===== config.mk =====
export PLATFORM = sky130hd
export DESIGN_NAME = uart_tx_arbiter
export DESIGN_NICKNAME = d
export VERILOG_FILES = /design/src/rtl/uart_arb_pkg.sv /design/src/rtl/uart_rr_pick.sv /design/src/rtl/uart_tx_arbiter.sv
export SDC_FILE = /design/constraint.sdc
export NUM_CORES = 1
export LEC_CHECK = 0
export BUFFER_PORTS_ARGS = -buffer_cell sky130_fd_sc_hd__buf_4
export CORE_MARGIN = 1
export CORE_UTILIZATION = 53
export DETAILED_ROUTE_END_ITERATION = 8
export PLACE_DENSITY = 0.95
export SYNTH_ARGS = -nofsm -noshare
export SYNTH_HDL_FRONTEND = slang
export SYNTH_SLANG_ARGS = --single-unit

===== constraint.sdc =====
create_clock -name clk -period 2.8 [get_ports clk]
set_input_delay 0.14 -clock clk [delete_from_list [all_inputs] [get_ports clk]]
set_output_delay 0.14 -clock clk [all_outputs]
set_load 0.05 [all_outputs]

===== src/rtl/uart_arb_pkg.sv =====
// Shared types and constants for the UART transmit arbiter.
//   arb_state_t : arbiter FSM states
//   TAG_PREFIX  : upper nibble of the channel tag byte (tag build only)
//   FRAME_CNT_W : width of the completed-frame counter
package uart_arb_pkg;

  typedef enum logic [1:0] {
    IDLE      = 2'd0,
    LAUNCH    = 2'd1,
    WAIT_BUSY = 2'd2,
    WAIT_DONE = 2'd3
  } arb_state_t;

  localparam logic [3:0]  TAG_PREFIX  = 4'hA;
  localparam int unsigned FRAME_CNT_W = 16;

endpackage


===== src/rtl/uart_rr_pick.sv =====
// Round-robin picker: first set bit of req searching upward from rr_ptr,
// wrapping modulo N_CH. Purely combinational.
//   req       in  N_CH          request vector
//   rr_ptr    in  $clog2(N_CH)  search start index (must be < N_CH)
//   winner    out $clog2(N_CH)  selected index (0 when none valid)
//   any_valid out 1             at least one request bit set
module uart_rr_pick #(
  parameter int unsigned N_CH = 4
) (
  input  logic [N_CH-1:0]         req,
  input  logic [$clog2(N_CH)-1:0] rr_ptr,
  output logic [$clog2(N_CH)-1:0] winner,
  output logic                    any_valid
);

  localparam int unsigned IDX_W = $clog2(N_CH);

  logic [IDX_W:0]   sum;
  logic [IDX_W-1:0] idx;

  // rr_ptr + k < 2*N_CH, so a single conditional subtract performs the wrap
  always_comb begin
    winner    = '0;
    any_valid = 1'b0;
    sum       = '0;
    idx       = '0;
    for (int unsigned k = 0; k < N_CH; k++) begin
      sum = {1'b0, rr_ptr} + (IDX_W+1)'(k);
      if (sum >= (IDX_W+1)'(N_CH)) sum = sum - (IDX_W+1)'(N_CH);
      idx = IDX_W'(sum);
      if (!any_valid && req[idx]) begin
        any_valid = 1'b1;
        winner    = idx;
      end
    end
  end

endmodule


===== src/rtl/uart_tx_arbiter.sv =====
// Round-robin arbiter sharing one UART byte transmitter among N_CH requesters.
// Accepts one byte from the winner, pulses tx_start with stable tx_data, then
// follows tx_busy through the frame before re-arbitrating. A start that never
// raises tx_busy within WAIT_CYC cycles is dropped with an err_timeout pulse.
// Optional macro UART_ARB_TAG_EN: each accepted byte is preceded by a tag
// frame 0xA0 | grant_id; frame_cnt counts data frames only.
//   clk, reset   in  clock, synchronous active-high reset
//   req_valid    in  N_CH    per-channel byte available
//   req_data     in  8*N_CH  channel i byte at [8i+7:8i]
//   req_ready    out N_CH    one-hot accept (combinational, IDLE only)
//   tx_start     out 1       single-cycle transmitter start
//   tx_data      out 8       byte to transmitter
//   tx_busy      in  1       transmitter busy
//   grant_id     out         channel being served
//   active       out 1       FSM not in IDLE
//   err_timeout  out 1       one-cycle timeout pulse
//   frame_cnt    out 16      completed data frames (wrapping)
module uart_tx_arbiter
  import uart_arb_pkg::*;
#(
  parameter int unsigned N_CH     = 4,
  parameter int unsigned WAIT_CYC = 16
) (
  input  logic                    clk,
  input  logic                    reset,
  input  logic [N_CH-1:0]         req_valid,
  input  logic [8*N_CH-1:0]       req_data,
  output logic [N_CH-1:0]         req_ready,
  output logic                    tx_start,
  output logic [7:0]              tx_data,
  input  logic                    tx_busy,
  output logic [$clog2(N_CH)-1:0] grant_id,
  output logic                    active,
  output logic                    err_timeout,
  output logic [FRAME_CNT_W-1:0]  frame_cnt
);

  localparam int unsigned IDX_W  = $clog2(N_CH);
  localparam int unsigned WCNT_W = $clog2(WAIT_CYC);

  arb_state_t        state;
  logic [IDX_W-1:0]  rr_ptr;
  logic [IDX_W-1:0]  rr_next;
  logic [WCNT_W-1:0] wcnt;
  logic [IDX_W-1:0]  winner;
  logic              any_valid;
  logic              accept;
  logic [7:0]        ch_byte [N_CH];
  logic [7:0]        win_data;
`ifdef UART_ARB_TAG_EN
  logic [7:0]        data_hold;
  logic              phase;
`endif

  uart_rr_pick #(.N_CH(N_CH)) u_pick (
    .req       (req_valid),
    .rr_ptr    (rr_ptr),
    .winner    (winner),
    .any_valid (any_valid)
  );

  always_comb begin
    for (int unsigned k = 0; k < N_CH; k++) ch_byte[k] = req_data[8*k +: 8];
  end

  assign win_data  = ch_byte[winner];
  assign accept    = !reset && (state == IDLE) && !tx_busy && any_valid;
  assign req_ready = accept ? (N_CH'(1) << winner) : '0;
  assign rr_next   = (grant_id == IDX_W'(N_CH-1)) ? '0 : grant_id + IDX_W'(1);

  // Arbiter FSM with registered outputs; tx_start is high only while in LAUNCH
  always_ff @(posedge clk) begin
    if (reset) begin
      state       <= IDLE;
      rr_ptr      <= '0;
      wcnt        <= '0;
      tx_start    <= 1'b0;
      tx_data     <= 8'h00;
      grant_id    <= '0;
      active      <= 1'b0;
      err_timeout <= 1'b0;
      frame_cnt   <= '0;
`ifdef UART_ARB_TAG_EN
      data_hold   <= 8'h00;
      phase       <= 1'b0;
`endif
    end else begin
      tx_start    <= 1'b0;
      err_timeout <= 1'b0;
      case (state)
        IDLE: begin
          if (accept) begin
            grant_id <= winner;
            tx_start <= 1'b1;
            active   <= 1'b1;
            state    <= LAUNCH;
`ifdef UART_ARB_TAG_EN
            data_hold <= win_data;
            tx_data   <= {TAG_PREFIX, 4'h0} | 8'(winner);
            phase     <= 1'b0;
`else
            tx_data  <= win_data;
`endif
          end
        end
        LAUNCH: begin
          wcnt  <= '0;
          state <= WAIT_BUSY;
        end
        WAIT_BUSY: begin
          if (tx_busy) begin
            state <= WAIT_DONE;
          end else if (wcnt == WCNT_W'(WAIT_CYC-2)) begin
            // counter would reach WAIT_CYC-1: give up on this byte
            err_timeout <= 1'b1;
            rr_ptr      <= rr_next;
            active      <= 1'b0;
            state       <= IDLE;
`ifdef UART_ARB_TAG_EN
            phase       <= 1'b0;
`endif
          end else begin
            wcnt <= wcnt + WCNT_W'(1);
          end
        end
        WAIT_DONE: begin
          if (!tx_busy) begin
`ifdef UART_ARB_TAG_EN
            if (!phase) begin
              // tag frame done: launch the held data byte directly
              phase    <= 1'b1;
              tx_data  <= data_hold;
              tx_start <= 1'b1;
              state    <= LAUNCH;
            end else begin
              phase     <= 1'b0;
              frame_cnt <= frame_cnt + FRAME_CNT_W'(1);
              rr_ptr    <= rr_next;
              active    <= 1'b0;
              state     <= IDLE;
            end
`else
            frame_cnt <= frame_cnt + FRAME_CNT_W'(1);
            rr_ptr    <= rr_next;
            active    <= 1'b0;
            state     <= IDLE;
`endif
          end
        end
        default: state <= IDLE;
      endcase
    end
  end

endmodule


### After elaboration in Yosys (flattened, before gate mapping)

Cells that the tools add are included.

* multiplexer cells: 44
* add/subtract/negate cells: 10
* shift operators: 1
* reductions and logical operators: 23
* equality and inequality tests: 11
* order comparisons: 9
* bitwise logic cells: 4

Operators by type and width (count)
* $mux 2: 16
* $add 16x1->16 const B: 1
* $bmux 8 s2: 1
* $mux 8: 2
* $mux 1: 14
* $ge 3x3->1 const B: 4
* $lt 2x3->1 const B: 4
* $mux 4: 3
* $ne 2x2->1 const B: 5
* $bmux 1 s2: 4
* $pmux 2 s4: 1
* $pmux 4 s2: 1
* $sub 2x1->2 const B: 4
* $add 2x2->3 const B: 2
* $eq 2x2->1 const B: 3
* $logic_and 1x1->1: 6
* $reduce_and 3->1: 2
* $logic_not 1->1: 5
* $reduce_and 5->1: 1
* $add 4x1->4 const B: 1
* $eq 4x4->1 const B: 1
* $pmux 2 s2: 1
* $reduce_and 2->1: 2
* $reduce_and 4->1: 1
* 14 further kinds: 17

* bits in registers: 37
* word-level logic and storage cells: 111

### Longest topological paths before layout

* depth in word-level cells: 18
* depth in mapped cells: 8

### Modules after synthesis

From an unflattened synthesis, not the netlist that was laid out.

* cell total of the unflattened synthesis: 227
* area total of the unflattened synthesis: 1966.9 um2

By module, submodules not included
* uart_tx_arbiter: times used 1, area an instance 1889.3 um2, cells each 212
* uart_rr_pick: times used 1, area an instance 77.6 um2, cells each 15

### Worst setup path before layout

No wires, ideal clock.

* path kind: reg2out
* start point: register rr_ptr[1]
* end point: output req_ready[1]
* arrival: 1854 ps
* stages on the path, launching flop included: 7
* path slack: 806 ps
* cell sequence: dfxtp_1 buf_2 mux2i_1 nor2_2 nor3_4 nand3_1 nor2b_1

* word-level cells in the longest chain between the ends: 16
* elaborated cells between the ends (all ways): 40
* classes of those cells: 7 x add/sub; 4 x order compare; 1 x shift; 21 x mux; 7 x reduce/logical

Ends and longest elaborated chain
* start: declaration: RTL line uart_tx_arbiter.sv:42 `logic [IDX_W-1:0] rr_ptr;`
* start signal: assignment: RTL line uart_tx_arbiter.sv:116 `rr_ptr <= rr_next;`
* start signal: assignment: RTL line uart_tx_arbiter.sv:144 `rr_ptr <= rr_next;`
* branches (longest 15 deep; another with $add 2x1->3)
* $mux 4 *: RTL line uart_tx_arbiter.sv:68 `assign req_ready = accept ? (N_CH'(1) << winner) : '0;`
* end: declaration: RTL line uart_tx_arbiter.sv:28 `output logic [N_CH-1:0] req_ready,`

Every way passes the cells marked *. The select of a mux whose other input is x is not followed.

### Worst setup path after layout

* start point: register rr_ptr[1]
* end point: output req_ready[2]

Same word-level chain as after synthesis.

==> impl_metrics.csv <==
group,metric,value,unit
worst_setup_path,ff2ff_setup_slack,0.93,ns
clock_tree,cts.sinks,37,
worst_setup_path,worst-path-stages,6,
worst_setup_path,cp_top_family,"simple AND/OR/NAND/NOR gates",
sta,setup_violations,0,
synth,yosys-top-cells-count,"dfxtp_1, nor2_1, nand2_1, xor2_1, nand4_1",
worst_setup_path,max_stage_delay,0.45,ns
synth,ys_types,48,
clock_tree,clk_latency,0.29,ns
synth,synthFlopType,"dfxtp_1",
detailed_routing,postRouteAntennaNets,0,
clock_tree,ctsLongestPathBuffers,2,
floorplanning,die_x,64.07,um
floorplanning,die_h,64.07,um
sta,max_freq,476.6,MHz
floorplanning,io_pins,72,
global_routing,grt_max_degree,32,
power,p_clk_frac,0.246,
outcome,status,"finished, final reports clean",
worst_setup_path,cp-start-kind,"flip-flop",
synth,yosysTopAreaCellShare,0.3627,
detailed_routing,via_per_inst,5.507,
layout,final_nets,355,
global_routing,track_usage,0.2555,
global_routing,antenna_found_initial,0,
sta,max-slew-margin-rel,0.6255,
clock_tree,clkTransAtPathRegs,0.07,ns
layout,antennaDiodeCount,0,
detailed_routing,wire_per_inst,13.61,um
worst_setup_path,cp_num_buf_inv,2,
placement,place.gp.congestion,0.8096,
detailed_routing,num_vias,1955,
power,p_int,970.6,uW
clock_tree,htree_levels,2,
floorplanning,core,3689,um2
sta,min_period,2.098,ns
detailed_routing,dr.pass1.iters,4,
layout,syn_to_final_growth,30.88,%
synth,syn_area,2042,um2
sta,fin_tns_setup,0,ns
clock_tree,hold_buffers,0,
clock_tree,cts_tree,"built",
worst_setup_path,crit_required,2.66,ns
worst_setup_path,reg2reg_depth,6,
clock_tree,cts_buffers,5,
power,power.density,563.6,nW/um2
detailed_routing,drtIter0Drc,123,
worst_setup_path,cp_cell_sequence,"nand2_1 -> nor2_1 -> nor3_4 -> buf_4 -> nor2_1 -> buf_4",
floorplanning,initial_utilization,0.5536,
synth,ys.warnings.count,0,
clock_tree,cts-resized-gates,0,
synth,synth_edf_count,0,
flow_run,cap_violations,0,
synth,syn-instance-count,239,
worst_setup_path,cp_max_fo,9,
sta,hold_violations,0,
placement,placed_area,2586,um2
placement,dp_hpwl,3637,um
detailed_routing,route.detailed.drc,0,
sta,slew_viol_final,0,
layout,fin_area,2673,um2
power,swShare,0.3556,
synth,yosys.cell_count.top_type,"dfxtp_1",
global_routing,grt_pass1_vias,1876,
global_routing,grt_pass1_wl,8169,um
power,p_leak,1.149,nW
power,ir_worst_vdd,0.3452,mV
worst_setup_path,end_kind,"output port",
sta,rsz0062_at_grt,"no",
floorplanning,row_count,22,
detailed_routing,drt-total-wl,4833,um
worst_setup_path,crit_slowest_cell,"dfxtp_1",
sta,min_period_over_period,0.7494,
global_routing,grt_overflow,0,
power,combPwrFrac,0.351,
clock_tree,cts_setup_buffers,0,
synth,synth.net_count,287,
worst_setup_path,critPathArrivalTime,1.96,ns
synth,avgSynthCellArea,8.544,um2
power,p_sw,535.5,uW
synth,netlist_top_cells_area,"dfxtp_1, xor2_1, mux2i_1",
synth,yosysSeqAreaShare,0.3627,
synth,async_flop_share,0,
hold_path,min_path_type,"in2reg",
synth,synth_top_cell_by_area,"dfxtp_1",
layout,drive_above_1_share,0.2866,
hold_path,whs_path_depth,3,
clock_tree,root_buffer,"clkbuf_8",
synth,ys_ff_latch,37,
power,power_frac_seq,0.403,
worst_setup_path,worst-setup-path-type,"reg2out",
placement,numPortBuffers,71,
sta,worstMarginPinSlew,0.5597,ns
sta,fin_worst_skew,0.004675,ns
floorplanning,design.die.area,4105,um2
[worst min-delay path, delay by kind of cell]
family | cells | cell delay, ns
mux | 1 | 0.05
compound gates | 1 | 0.14
buf+inv | 1 | 0.07
[stage by stage]
stage | total power [mW] | hold slack (ns) | std cells | utilization | setup slack (ns)
global route | 1.600 | 0.1697 | 355 | 0.7246 | 0.5009
global placement | 1.124 | 0.4451 | 348 | 0.7012 | 1.012
floorplan | 0.9819 | 0.3522 | 239 | - | 0.8058
CTS | 1.511 | 0.1437 | 355 | 0.7246 | 0.6967
finish | 1.506 | 0.1479 | 355 | 0.7246 | 0.7018
detailed placement | 1.140 | 0.4511 | 348 | 0.7012 | 0.9179
[final cells by class]
class / count / area [um2]
Sequential cell: 37 / 740.7
Timing Repair Buffer: 72 / 540.5
Inverter: 6 / 22.52
Fill cell: 311 / 1016
Clock buffer: 7 / 86.33
Tap cell: 48 / 60.06
Multi-Input combinational cell: 185 / 1222
[final timing paths]
| check | endpoint | start |
|---|---|---|
| max reg2reg | frame_cnt[15] | state[1] |
| min | tx_data[4] | req_data[4] |
| max | req_ready[2] | rr_ptr[1] |
| min reg2reg | grant_id[1] | grant_id[1] |
[per-layer routing]
| metal | up-vias | GRT usage | wire, um | share of wire |
|---|---|---|---|---|
| met5 | - | 0 | 0 | 0 |
| met1 | 894 | 0.2914 | 2155 | 0.45 |
| met3 | 10 | 0.08393 | 349 | 0.072 |
| met4 | 0 | 0.09091 | 60 | 0.012 |
| li1 | 981 | - | - | - |
| met2 | 70 | 0.4415 | 2268 | 0.47 |
[power groups by stage]
stage	Clock [mW]	Combinational (mW)	Sequential, mW
after floorplan	0	0.252	0.730
after global placement	0	0.509	0.614
after detailed placement	0	0.523	0.617
after CTS	0.378	0.527	0.606
after global routing	0.414	0.575	0.611
final	0.371	0.529	0.606
[sequential cells by signal, indices dropped and copies added, names as in the netlist]
name	flops
frame_cnt	16
tx_data	8
wcnt	4
grant_id	2
rr_ptr	2
state	2
active	1
err_timeout	1
tx_start	1
[cell usage in the layout, fill, tap and decap left out, types with 2 or more instances in the layout]
| cell type | synthesis | final |
|---|---|---|
| a21o_1 | 7 | 7 |
| a21oi_1 | 11 | 11 |
| and3_1 | 3 | 3 |
| buf_4 | 1 | 72 |
| clkbuf_8 | 0 | 6 |
| dfxtp_1 | 37 | 37 |
| ha_1 | 9 | 9 |
| inv_1 | 5 | 5 |
| mux2i_1 | 12 | 12 |
| nand2_1 | 26 | 26 |
| nand2b_1 | 4 | 4 |
| nand3_1 | 6 | 6 |
| nand4_1 | 13 | 13 |
| nor2_1 | 29 | 29 |
| nor2b_1 | 3 | 3 |
| nor3_1 | 2 | 2 |
| o211ai_1 | 7 | 7 |
| o21a_1 | 3 | 3 |
| o21ai_0 | 4 | 4 |
| o31ai_1 | 7 | 7 |
| xnor2_1 | 3 | 3 |
| xor2_1 | 14 | 14 |
[cell families after synthesis]
group,after synthesis,share of synthesized area
DFF,37,0.3627
adders and majority gates,9,0.05515
xor gates and xnor gates,17,0.07292
and+or+nand+nor,99,0.2469
buffers and inverters,17,0.03860
AOI/OAI and AO/OA,48,0.1648
muxes,12,0.05883
No activity file was read; power rests on OpenSTA's default activity.
